--- src/rtl/cla_serial_seq_if.sv ---
// Handshake/bus bundle for cla_serial_seq.
// Both sides use valid/ready: a transfer happens on the rising clock edge where
// valid and ready are both high. A producer holds valid and its data until that
// edge. ready and valid never depend combinationally on the other party's signals.
// fsm_state carries the sequencer state for observation.
interface cla_serial_seq_if #(
  parameter int WIDTH = 8
);
  logic             in_valid;
  logic             in_ready;
  logic [WIDTH-1:0] a;
  logic [WIDTH-1:0] b;
  logic             cin;
  logic             out_valid;
  logic             out_ready;
  logic [WIDTH-1:0] sum;
  logic             cout;
  logic             busy;
  logic [1:0]       fsm_state;

  // Producer/consumer side
  modport master (
    output in_valid, a, b, cin, out_ready,
    input  in_ready, out_valid, sum, cout, busy, fsm_state
  );

  // Sequencer side
  modport slave (
    input  in_valid, a, b, cin, out_ready,
    output in_ready, out_valid, sum, cout, busy, fsm_state
  );
endinterface

--- src/rtl/cla_serial_seq.sv ---
// cla_serial_seq: adds two WIDTH-bit operands two bits per clock through a
// 2-bit carry-lookahead slice, rippling the slice carry through a register.
// Optional feature macro CLA_SEQ_SEG7_EN adds a registered active-low 7-segment
// hex readout (seg = {g,f,e,d,c,b,a}) of sum[3:0], refreshed on entry to DONE.
module cla_serial_seq #(
  parameter int WIDTH = 8
) (
  input  logic clk,
  input  logic rst_n,
  cla_serial_seq_if.slave bus
`ifdef CLA_SEQ_SEG7_EN
  ,
  output logic [6:0] seg
`endif
);

  localparam int SLICES = WIDTH / 2;
  localparam int CNT_W  = (SLICES > 1) ? $clog2(SLICES) : 1;

  typedef enum logic [1:0] {
    IDLE = 2'd0,
    RUN  = 2'd1,
    DONE = 2'd2
  } state_t;

  state_t           state;
  state_t           state_next;
  logic [WIDTH-1:0] a_sh;
  logic [WIDTH-1:0] b_sh;
  logic [WIDTH-1:0] sum_q;
  logic [WIDTH-1:0] sum_next;
  logic             carry;
  logic             cout_q;
  logic [CNT_W-1:0] count;
  logic             last_slice;

  // Slice signals
  logic [1:0] g;
  logic [1:0] p;
  logic [1:0] s;
  logic       c1;
  logic       c2;

  assign last_slice = (count == CNT_W'(SLICES - 1));

  // 2-bit lookahead slice: both carries computed directly from g/p and carry-in
  always_comb begin
    g  = a_sh[1:0] & b_sh[1:0];
    p  = a_sh[1:0] ^ b_sh[1:0];
    c1 = g[0] | (p[0] & carry);
    c2 = g[1] | (p[1] & g[0]) | (p[1] & p[0] & carry);
    s  = p ^ {c1, carry};
  end

  // New slice bits enter at the MSB so the sum ends up aligned after SLICES shifts
  if (WIDTH == 2) begin : g_sum_narrow
    assign sum_next = s;
  end else begin : g_sum_wide
    assign sum_next = {s, sum_q[WIDTH-1:2]};
  end

  // State register
  always_ff @(posedge clk or negedge rst_n) begin
    if (!rst_n) state <= IDLE;
    else        state <= state_next;
  end

  // Next-state decode
  always_comb begin
    state_next = state;
    case (state)
      IDLE:    if (bus.in_valid)  state_next = RUN;
      RUN:     if (last_slice)    state_next = DONE;
      DONE:    if (bus.out_ready) state_next = IDLE;
      default: state_next = IDLE;
    endcase
  end

  // Operand shift registers, carry, slice counter and result registers
  always_ff @(posedge clk or negedge rst_n) begin
    if (!rst_n) begin
      a_sh   <= '0;
      b_sh   <= '0;
      sum_q  <= '0;
      carry  <= 1'b0;
      cout_q <= 1'b0;
      count  <= '0;
    end else begin
      case (state)
        IDLE: begin
          if (bus.in_valid) begin
            a_sh  <= bus.a;
            b_sh  <= bus.b;
            carry <= bus.cin;
            count <= '0;
          end
        end
        RUN: begin
          a_sh  <= a_sh >> 2;
          b_sh  <= b_sh >> 2;
          sum_q <= sum_next;
          carry <= c2;
          count <= count + CNT_W'(1);
          if (last_slice) cout_q <= c2;
        end
        default: ;
      endcase
    end
  end

  // Handshake and status flags come from state alone
  assign bus.in_ready  = (state == IDLE);
  assign bus.out_valid = (state == DONE);
  assign bus.busy      = (state == RUN);
  assign bus.sum       = sum_q;
  assign bus.cout      = cout_q;
  assign bus.fsm_state = state;

`ifdef CLA_SEQ_SEG7_EN
  logic [3:0] nib;

  if (WIDTH >= 4) begin : g_nib_wide
    assign nib = sum_next[3:0];
  end else begin : g_nib_narrow
    assign nib = {2'b00, sum_next};
  end

  function automatic logic [6:0] hex7(input logic [3:0] v);
    case (v)
      4'h0: hex7 = 7'b1000000;
      4'h1: hex7 = 7'b1111001;
      4'h2: hex7 = 7'b0100100;
      4'h3: hex7 = 7'b0110000;
      4'h4: hex7 = 7'b0011001;
      4'h5: hex7 = 7'b0010010;
      4'h6: hex7 = 7'b0000010;
      4'h7: hex7 = 7'b1111000;
      4'h8: hex7 = 7'b0000000;
      4'h9: hex7 = 7'b0010000;
      4'hA: hex7 = 7'b0001000;
      4'hB: hex7 = 7'b0000011;
      4'hC: hex7 = 7'b1000110;
      4'hD: hex7 = 7'b0100001;
      4'hE: hex7 = 7'b0000110;
      default: hex7 = 7'b0001110;
    endcase
  endfunction

  // Display register loads the final sum nibble as the FSM enters DONE
  always_ff @(posedge clk or negedge rst_n) begin
    if (!rst_n)                          seg <= 7'b1000000;
    else if (state == RUN && last_slice) seg <= hex7(nib);
  end
`endif

endmodule

--- src/flat_wrapper.sv ---
// flat-port wrapper written by rule: the top's interface ports become plain ports
module cla_serial_seq_flat 
#(
  parameter int WIDTH = 8
)
  (clk, rst_n, bus_in_valid, bus_a, bus_b, bus_cin, bus_out_ready, bus_in_ready, bus_out_valid, bus_sum, bus_cout, bus_busy, bus_fsm_state);
  cla_serial_seq_if #(.WIDTH(WIDTH)) bus_i ();
  input  logic clk;
  input  logic rst_n;
  input wire logic [$bits(bus_i.in_valid)-1:0] bus_in_valid;
  input wire logic [$bits(bus_i.a)-1:0] bus_a;
  input wire logic [$bits(bus_i.b)-1:0] bus_b;
  input wire logic [$bits(bus_i.cin)-1:0] bus_cin;
  input wire logic [$bits(bus_i.out_ready)-1:0] bus_out_ready;
  output wire logic [$bits(bus_i.in_ready)-1:0] bus_in_ready;
  output wire logic [$bits(bus_i.out_valid)-1:0] bus_out_valid;
  output wire logic [$bits(bus_i.sum)-1:0] bus_sum;
  output wire logic [$bits(bus_i.cout)-1:0] bus_cout;
  output wire logic [$bits(bus_i.busy)-1:0] bus_busy;
  output wire logic [$bits(bus_i.fsm_state)-1:0] bus_fsm_state;
  assign bus_i.in_valid = bus_in_valid;
  assign bus_i.a = bus_a;
  assign bus_i.b = bus_b;
  assign bus_i.cin = bus_cin;
  assign bus_i.out_ready = bus_out_ready;
  assign bus_in_ready = bus_i.in_ready;
  assign bus_out_valid = bus_i.out_valid;
  assign bus_sum = bus_i.sum;
  assign bus_cout = bus_i.cout;
  assign bus_busy = bus_i.busy;
  assign bus_fsm_state = bus_i.fsm_state;
  cla_serial_seq #(.WIDTH(WIDTH)) u_core (.clk(clk), .rst_n(rst_n), .bus(bus_i));
endmodule
--- config.mk ---
export PLATFORM = sky130hd
export DESIGN_NAME = cla_serial_seq_flat
export DESIGN_NICKNAME = d
export VERILOG_FILES = /design/src/rtl/cla_serial_seq_if.sv /design/src/rtl/cla_serial_seq.sv /design/src/flat_wrapper.sv
export SDC_FILE = /design/constraint.sdc
export NUM_CORES = 1
export LEC_CHECK = 0
export CAP_MARGIN = 40
export CORE_UTILIZATION = 43
export CTS_CLUSTER_SIZE = 16
export DETAILED_ROUTE_END_ITERATION = 6
export GPL_ROUTABILITY_DRIVEN = 0
export PLACE_DENSITY = 0.75
export SYNTH_ARGS = -nofsm -noshare
export SYNTH_HDL_FRONTEND = slang
export SYNTH_SLANG_ARGS = --single-unit
--- constraint.sdc ---
create_clock -name clk -period 1.3 [get_ports clk]
set_clock_uncertainty 0.15 [all_clocks]
set_input_delay 0.26 -clock clk [delete_from_list [all_inputs] [get_ports clk]]
set_output_delay 0.26 -clock clk [all_outputs]
set_load 0.05 [all_outputs]
---- Yosys cells after proc, flatten, opt, wreduce, memory -nomap -nowiden ----
Index checks and enable logic that the tools add are counted.
storage, ports and cells
  register bits after elaboration ......... 30
  bits of input ports ..................... 21
  output and inout port bits .............. 14
  word-level logic and storage cells ...... 41
operators by class
  add/subtract/negate cells ............... 1
  equal/unequal tests ..................... 6
  mux-type cells .......................... 12
  bitwise operators ....................... 10
  reductions and logical operators ........ 5
operators with widths
  kind                   number
  $pmux W8 S2            2
  $mux W8                2
  $mux W2                4
  $pmux W2 S3            1
  $and A1 B1 Y1          4
  $eq A2 B2 Y1 const B   2
  $ne A2 B2 Y1 const B   2
  $pmux W2 S2            1
  $reduce_and A2 Y1      2
  $xor A2 B2 Y2          2
  $or A1 B1 Y1           3
  $reduce_and A3 Y1      1
  $add A2 B1 Y2 const B  1
  $and A2 B2 Y2          1
  $eq A2 B1 Y1 const B   1
  $logic_not A2 Y1       1
  $ne A2 B1 Y1 const B   1
  $pmux W1 S2            1
  $reduce_bool A2 Y1     1
  $mux W1                1

---- Logic depth before layout (Yosys ltp) ----
  depth in word-level cells ............... 5
  gate-level depth with buffers ........... 5

---- Worst setup path before layout ----
No wires, ideal clock.
  path type ............................... register -> register
  from .................................... reg u_core.state[0] (netlist: u_core.bus.fsm_state[0])
  to ...................................... reg u_core.a_sh[7]
  arrival ................................. 1,876 ps
  setup slack ............................. -791 ps
  stages on the path, launching flop included .. 5
  cell sequence ........................... dfrtp_1 buf_4 nor2_1 and2_1 a22o_1
between the ends
  cells in the longest elaborated chain, start to end .. 3
RTL lines
  item                                                                 line                  source
  from (decl)                                                          cla_serial_seq.sv:26  state_t state;
  from (signal assigned)                                               cla_serial_seq.sv:65  else state <= state_next;
  $logic_not A2 Y1 (*)                                                 n/a
  via bus_in_ready                                                     flat_wrapper.sv:15    output wire logic [$bits(bus_i.in_ready)-1:0] bus_in_ready;
  $ne A2 B2 Y1 (no line) / $reduce_bool A2 Y1 (equally long branches)  n/a
  $reduce_and A2 Y1 (no line)                                          n/a
  to (signal assigned)                                                 cla_serial_seq.sv:92  a_sh <= bus.a;
  to (signal assigned)                                                 cla_serial_seq.sv:99  a_sh <= a_sh >> 2;
  to (decl)                                                            cla_serial_seq.sv:28  logic [WIDTH-1:0] a_sh;
The timed path passes the listed nets; every way through them passes the cells marked *.
A chain may end at the register's enable or synchronous reset.

---- Final worst setup path ----
  from .................................... reg u_core.state[1] (netlist: u_core.bus.fsm_state[1])
  to ...................................... out bus_in_ready
between the ends
  cells in the longest elaborated chain, start to end .. 1
RTL lines
  item              line                   source
  $logic_not A2 Y1  cla_serial_seq.sv:112  assign bus.in_ready = (state == IDLE);
  to (decl)         flat_wrapper.sv:15
Every way passes these cells.

==> reports/results.ini <==
[setup_path]
cp.required_ps=890
worstPathArrival_ps=1260
critPathKind=flip-flop to output port
crit_path_frequent_cell=buf_12
worstSetupStartpointType=flip-flop
critPathMaxStageDelay_ps=520
end_kind=output port
cp_max_fo=5
slowest_stage=dfrtp_4
path_cells=buf_12, nor2_4, buf_12

[global_route]
antenna_found_initial=0
grt_pass1_wl_mm=5.382
grt_pass1_vias=1247
grt-ovfl-total=0
grtUsageTotal=0.2167
grt_start_max_net_pins=31

[sta]
finalHoldViolations=0
rsz0062_at_grt=true
tns_ps=-4359
timing.fmax_ghz=0.5983
drv_slew=0
tightest_slew_ps=265.3
relSlewSlack=0.8226
period_share=1.286
setup_viol=42
setup_slack_ps=-371.5
period_minus_slack_ps=1671

[clocking]
clock_latency_ps=330
cts_tree=built
numClockSinks=30
clock_path_buffers=2
clk_pin_slew_ps=90
cts_buffers=5
holdBufCountCts=0
root_buffer=clkbuf_4
htree_levels=2

[routing]
firstDrtPassIters=4
route.detailed.drc=0
post_drt_wl_per_cell_um=13.09
drtIter0Drc=33
drt_wl_total_mm=3.234
vias=1240
vias_per_cell=5.020
ant_nets=0

[floorplan]
die-area_mm2=0.003398
pin_count=35
rows=20
initial_core_util=0.4500
dieHeight_um=58.29
core_mm2=0.003028
die_x_um=58.29

[layout]
regArea_um2=755.7
drive_above_1_share=0.4089
final_cell_mix=nand2_1 (32), buf_4 (29), dfrtp_1 (28)
fillers=216
nets=227
layout_commonest_cell=nand2_1
syn_to_final_growth_pct=70.06
multi_input_area_um2=606.8
diodes=0

[synth]
synth_seq_cells=30
syn_area_mm2=0.001363
synth_cells=130
avgSynthCellArea_um2=10.48
synth_nets=155
synth.distinct_cells=26
ys_seq_area_frac=0.5510
yosysWarnings=0

[job]
cap_violations=0

[placement]
place_ws_ps=-388.4
dp_hpwl_mm=2.306
port-buffer-count=34

[run_status]
violations=setup timing
outcome=finished with violations

[pwr]
power.density_mw_per_mm2=2682
power.leakage_nw=1.079
ir_worst_vdd_mv=1.496

[worst_hold_path]
min_path_type=primary input to asynchronous set/reset pin

## final timing paths
kind / startpoint / endpoint / slack (ps) / cells after the start
setup / recovery: u_core.bus.fsm_state[1]$_DFFE_PN0P_ / bus_in_ready / -370 / 3
hold / removal: rst_n / u_core.bus.sum[1]$_DFFE_PN0N_ / 130 / 2
setup reg to reg: u_core.bus.fsm_state[1]$_DFFE_PN0P_ / u_core.b_sh[7]$_DFFE_PN0P_ / -210 / 4
hold reg to reg: u_core.a_sh[2]$_DFFE_PN0P_ / u_core.a_sh[2]$_DFFE_PN0P_ / 350 / 2
max in group asynchronous: rst_n / u_core.bus.fsm_state[1]$_DFFE_PN0P_ / 670 / 2
min in group clk: bus_out_ready / u_core.bus.fsm_state[1]$_DFFE_PN0P_ / 340 / 2
## sequential cells by signal (all words and copies together) (netlist names)
name and cells:
u_core.b_sh 8, u_core.bus.cout 1, u_core.a_sh 8, u_core.bus.fsm_state 2, u_core.carry 1, u_core.count 2
u_core.bus.sum 8
## final cells by class
type | count | area share
Clock buffer | 7 | 0.02376
Timing Repair Buffer | 71 | 0.3477
Multi-Input combinational cell | 88 | 0.2619
Inverter | 6 | 0.01458
Tap cell | 44 | 0.02376
Sequential cell | 30 | 0.3261
Clock inverter | 1 | 0.002160
## metrics by stage
stage	area, um2	util	std cells	hold WS (ps)	total power [mW]
after floorplan	1435	-	130	-185.6	3.581
after global placement	2093	0.6913	222	319.8	5.053
after detailed placement	2093	0.6913	222	335.6	5.160
after CTS	2275	0.7512	243	129.0	6.118
after global routing	2317	0.7653	247	138.9	6.584
final	2317	0.7653	247	134.3	6.214
## cell families (layout without fill, tap and decap cells)
| kind of cell | after synthesis | after routing | share of synthesized area |
|---|---|---|---|
| DFF | 30 | 30 | 0.5510 |
| and+or+nand+nor | 41 | 41 | 0.1359 |
| xor gates and xnor gates | 1 | 1 | 0.006429 |
| AOI/OAI and AO/OA | 40 | 40 | 0.1956 |
| adders and majority gates | 4 | 4 | 0.04224 |
| buffers and inverters | 12 | 85 | 0.05418 |
| muxes | 2 | 2 | 0.01469 |
## report_power, final
group	switching, mW	internal [mW]	total, mW
Combinational	1.88	2.06	3.94
Sequential	0.356	1.34	1.69
Clock	0.318	0.262	0.579
Total	2.56	3.66	6.21
## repair_timing
item / CTS / global route
setup endpoints to repair: 33 / 43
pin swaps: 6 / 3
gates resized for setup: 9 / 4
buffers inserted: 13 / 4
## cell usage after synthesis, drive strengths merged
| master | instances | area, um2 |
|---|---|---|
| dfrtp | 30 | 750.7 |
| and2 | 1 | 6.260 |
| a22o | 4 | 35.03 |
| nand3b | 1 | 7.510 |
| inv | 6 | 25.03 |
| nor2 | 1 | 3.750 |
| o21ai | 17 | 85.08 |
| a21oi | 4 | 20.02 |
| nand2b | 1 | 13.76 |
| mux2i | 2 | 20.02 |
| xor2 | 1 | 8.760 |
| a22oi | 12 | 90.09 |
| a32o | 1 | 10.01 |
| and2b | 2 | 15.01 |
| a21o | 1 | 7.510 |
| o21bai | 1 | 18.77 |
| ha | 3 | 37.54 |
| clkbuf | 1 | 3.750 |
| buf | 5 | 45.04 |
| nor2b | 2 | 15.02 |
| nand2 | 33 | 123.9 |
| fa | 1 | 20.02 |
## per-layer routing
metal / GRT usage / vias up / wire, um
li1: - / 595 / -
met1: 0.2468 / 596 / 1235
met2: 0.3793 / 42 / 1782
met3: 0.04835 / 7 / 150
met4: 0.1156 / 0 / 65
met5: 0 / - / 0
## critical path, delay by kind of cell, from the launching register on
family                 cells  cell delay [ps]
flip-flops                 1              520
buffers and inverters      2              290
AND/OR/NAND/NOR            1              120
No activity file was read; power rests on OpenSTA's default activity.
==> RTL change, RTL diff (same flow settings) <==
`WIDTH` is set to 8 in 3 places; all go to 4.
--- a/src/rtl/cla_serial_seq_if.sv
+++ b/src/rtl/cla_serial_seq_if.sv
@@ -5,5 +5,5 @@
 // fsm_state carries the sequencer state for observation.
 interface cla_serial_seq_if #(
-  parameter int WIDTH = 8
+  parameter int WIDTH = 4
 );
   logic             in_valid;
--- a/src/rtl/cla_serial_seq.sv
+++ b/src/rtl/cla_serial_seq.sv
@@ -4,5 +4,5 @@
 // hex readout (seg = {g,f,e,d,c,b,a}) of sum[3:0], refreshed on entry to DONE.
 module cla_serial_seq #(
-  parameter int WIDTH = 8
+  parameter int WIDTH = 4
 ) (
   input  logic clk,
--- a/src/flat_wrapper.sv
+++ b/src/flat_wrapper.sv
@@ -2,5 +2,5 @@
 module cla_serial_seq_flat 
 #(
-  parameter int WIDTH = 8
+  parameter int WIDTH = 4
 )
   (clk, rst_n, bus_in_valid, bus_a, bus_b, bus_cin, bus_out_ready, bus_in_ready, bus_out_valid, bus_sum, bus_cout, bus_busy, bus_fsm_state);
Interface: changed (resized bus_a, bus_b and bus_sum); port bits go from 35 to 23. The function was not compared with the original's and may differ.
==> RTL change against the unedited design <==
- the flow still finishes with violations (negative setup slack)
- critical path type unchanged
- sequential share of layout area decreased by 6.1 points
- power shrank 31%
- sequential cell count fell by 13
- synthesized area is 37% lower
- final area is 30% lower
- non-clock buffer count is 18 lower
- routed wire length down 12%
- setup slack gained 0.074 ns
==> RTL change: results (changes against the unedited design) <==
| Metric | Value |
|---|---|
| Clock Root Buffer | `clkbuf_4 (unchanged)` |
| Nets | `157 (was 227)` |
| Post-DP Area | `1321 sq um (was 2093 sq um)` |
| Mean Syn Cell Area | `9.851 sq um (was 10.48 sq um)` |
| Vias | `897 (was 1240)` |
| Async SR Flop Fraction | `1.000 (unchanged)` |
| Synth top area cells | `dfrtp_1 (50%), nand2_1 (6.6%), and2b_2 (6.1%) (was dfrtp_1 (55%), nand2_1 (9.1%), a22oi_1 (6.6%))` |
| Max stage delay cell, worst path | `dfrtp_2 (was dfrtp_4)` |
| Commonest cells in the synthesized netlist | `dfrtp_1 (17), nand2_1 (15), o21ai_0 (10) (was nand2_1 (33), dfrtp_1 (30), a22oi_1 (12), o21ai_1 (12))` |
| Post-Route WL | `2845 um (was 3234 um)` |
| Fraction of layout cells with a size suffix above 1 | `0.6071 (was 0.4089)` |
| Maximum VDD drop | `2.297 mV (was 1.496 mV)` |
| Fin worst setup slack | `-0.2971 ns (was -0.3715 ns)` |
| Vias/cell | `5.436 (was 5.020)` |
| Data arrival, critical path | `1.19 ns (was 1.26 ns)` |
| Post-synthesis sequential area ratio | `0.4964 (was 0.5510)` |
| Syn nets | `103 (was 155)` |
| Hold crit path type | `in2async (unchanged)` |
| First-pass DRT Iterations | `4 (unchanged)` |
| Run status | `finished, violations left (unchanged)` |
| Failing checks | `negative setup slack (unchanged)` |
| Setup TNS | `-3.426 ns (was -4.359 ns)` |
| Fillers | `81 (was 216)` |
| Vias in the first global route | `836 (was 1247)` |
| I/O Buffers | `22 (was 34)` |
| Gr usage total | `0.2601 (was 0.2167)` |
| CP peak stage delay | `0.47 ns (was 0.52 ns)` |
| Num CTS Buffers | `3 (was 5)` |
| Final setup vio count | `22 (was 42)` |
| Number of synthesis warnings | `0 (unchanged)` |
| Clock Latency Late Sink | `0.30 ns (was 0.33 ns)` |
| Cell variety after synth | `23 (was 26)` |
| CTS H-Tree Depth | `1 (was 2)` |
| Slew @ Worst Pin | `0.2255 ns (was 0.2653 ns)` |
| CTS Buffer Depth | `2 (unchanged)` |
| Worst-path clk slew | `0.10 ns` |
| Max Fanout on Critical Path | `5 (unchanged)` |
| First-pass GRT wire length | `3836 um (was 5382 um)` |
| Largest net degree at the start of global routing | `18 (was 31)` |
| Initial DRC count | `20 (was 33)` |
| Placed wire-length estimate | `1532 um (was 2306 um)` |
| Initial antenna violation count | `0 (unchanged)` |
| LEAKAGE | `0.7457 nW (was 1.079 nW)` |
| P_int | `2.384 mW (was 3.657 mW)` |
| Placed Instances | `144 (was 222)` |
| ANT cells | `0 (unchanged)` |
## RTL change: area by class of cell
type | instances | area (sq um) | area share
repair buffers | 53 | 594.3 | 0.3671
multi-input cells | 61 | 510.5 | 0.3153
clock buffers | 4 | 26.28 | 0.01623
well taps | 25 | 31.28 | 0.01932
flip-flops and latches | 17 | 429.2 | 0.2651
inverters | 5 | 27.53 | 0.01700
## RTL change: power groups by stage
stage                     sequential (mW)  clock [mW]  combinational (mW)
after global placement              0.990           0                2.11
after floorplan                      1.25           0               0.922
after detailed placement             1.01           0                2.16
final                                1.06       0.296                2.91
after global routing                 1.08       0.319                3.07
after CTS                           0.997       0.290                2.53
## RTL change: routing by layer
metal / GRT usage / part of all wire / vias up
li1: - / - / 400
met1: 0.2958 / 0.39 / 444
met2: 0.4639 / 0.53 / 45
met3: 0.04314 / 0.050 / 8
met4: 0.1257 / 0.024 / 0
met5: 0 / 0 / -
## RTL change: path summary, 6_finish.rpt
path,slack (ns),cells after the start,start,endpoint
worst max-delay path,-0.30,3,u_core.bus.fsm_state[0],bus_in_ready
worst min-delay path,0.13,2,rst_n,u_core.bus.sum[1]
worst max register to register,-0.22,6,u_core.bus.fsm_state[1],u_core.bus.cout
worst min register to register,0.40,2,u_core.a_sh[2],u_core.a_sh[0]
max in group asynchronous,0.67,2,rst_n,u_core.bus.fsm_state[0]
min in group clk,0.36,2,bus_out_ready,u_core.bus.fsm_state[1]
## RTL change: through the flow
| stage | setup slack, ns | util |
|---|---|---|
| final | -0.2971 | 0.8986 |
| after detailed placement | -0.3264 | 0.7333 |
| after global routing | -0.3343 | 0.8986 |
| after global placement | -0.2551 | 0.7333 |
| after floorplan | -0.1057 | - |
| after CTS | -0.2655 | 0.8222 |
## RTL change: critical path: cells and delay by family, from the launching register on
kind | cells | cell delay (ns)
DFF | 1 | 0.47
buffers and inverters | 2 | 0.29
and+or+nand+nor | 1 | 0.12
## RTL change: timing repair
action | in CTS | in global routing
hold buffers | 0 | 0
cloned | 0 | 0
setup buffers | 10 | 7
pin swaps | 4 | 10
gates resized for setup | 19 | 26
endpoints found under the setup margin | 15 | 27
## RTL change: logic make-up after synthesis
logic type / after synthesis / share of synthesized area
muxes: 2 / 0.02336
buffers and inverters: 9 / 0.05984
and+or+nand+nor: 27 / 0.1752
adders and majority gates: 3 / 0.05255
xor gates and xnor gates: 1 / 0.01022
DFF: 17 / 0.4964
AOI/OAI and AO/OA: 28 / 0.1825
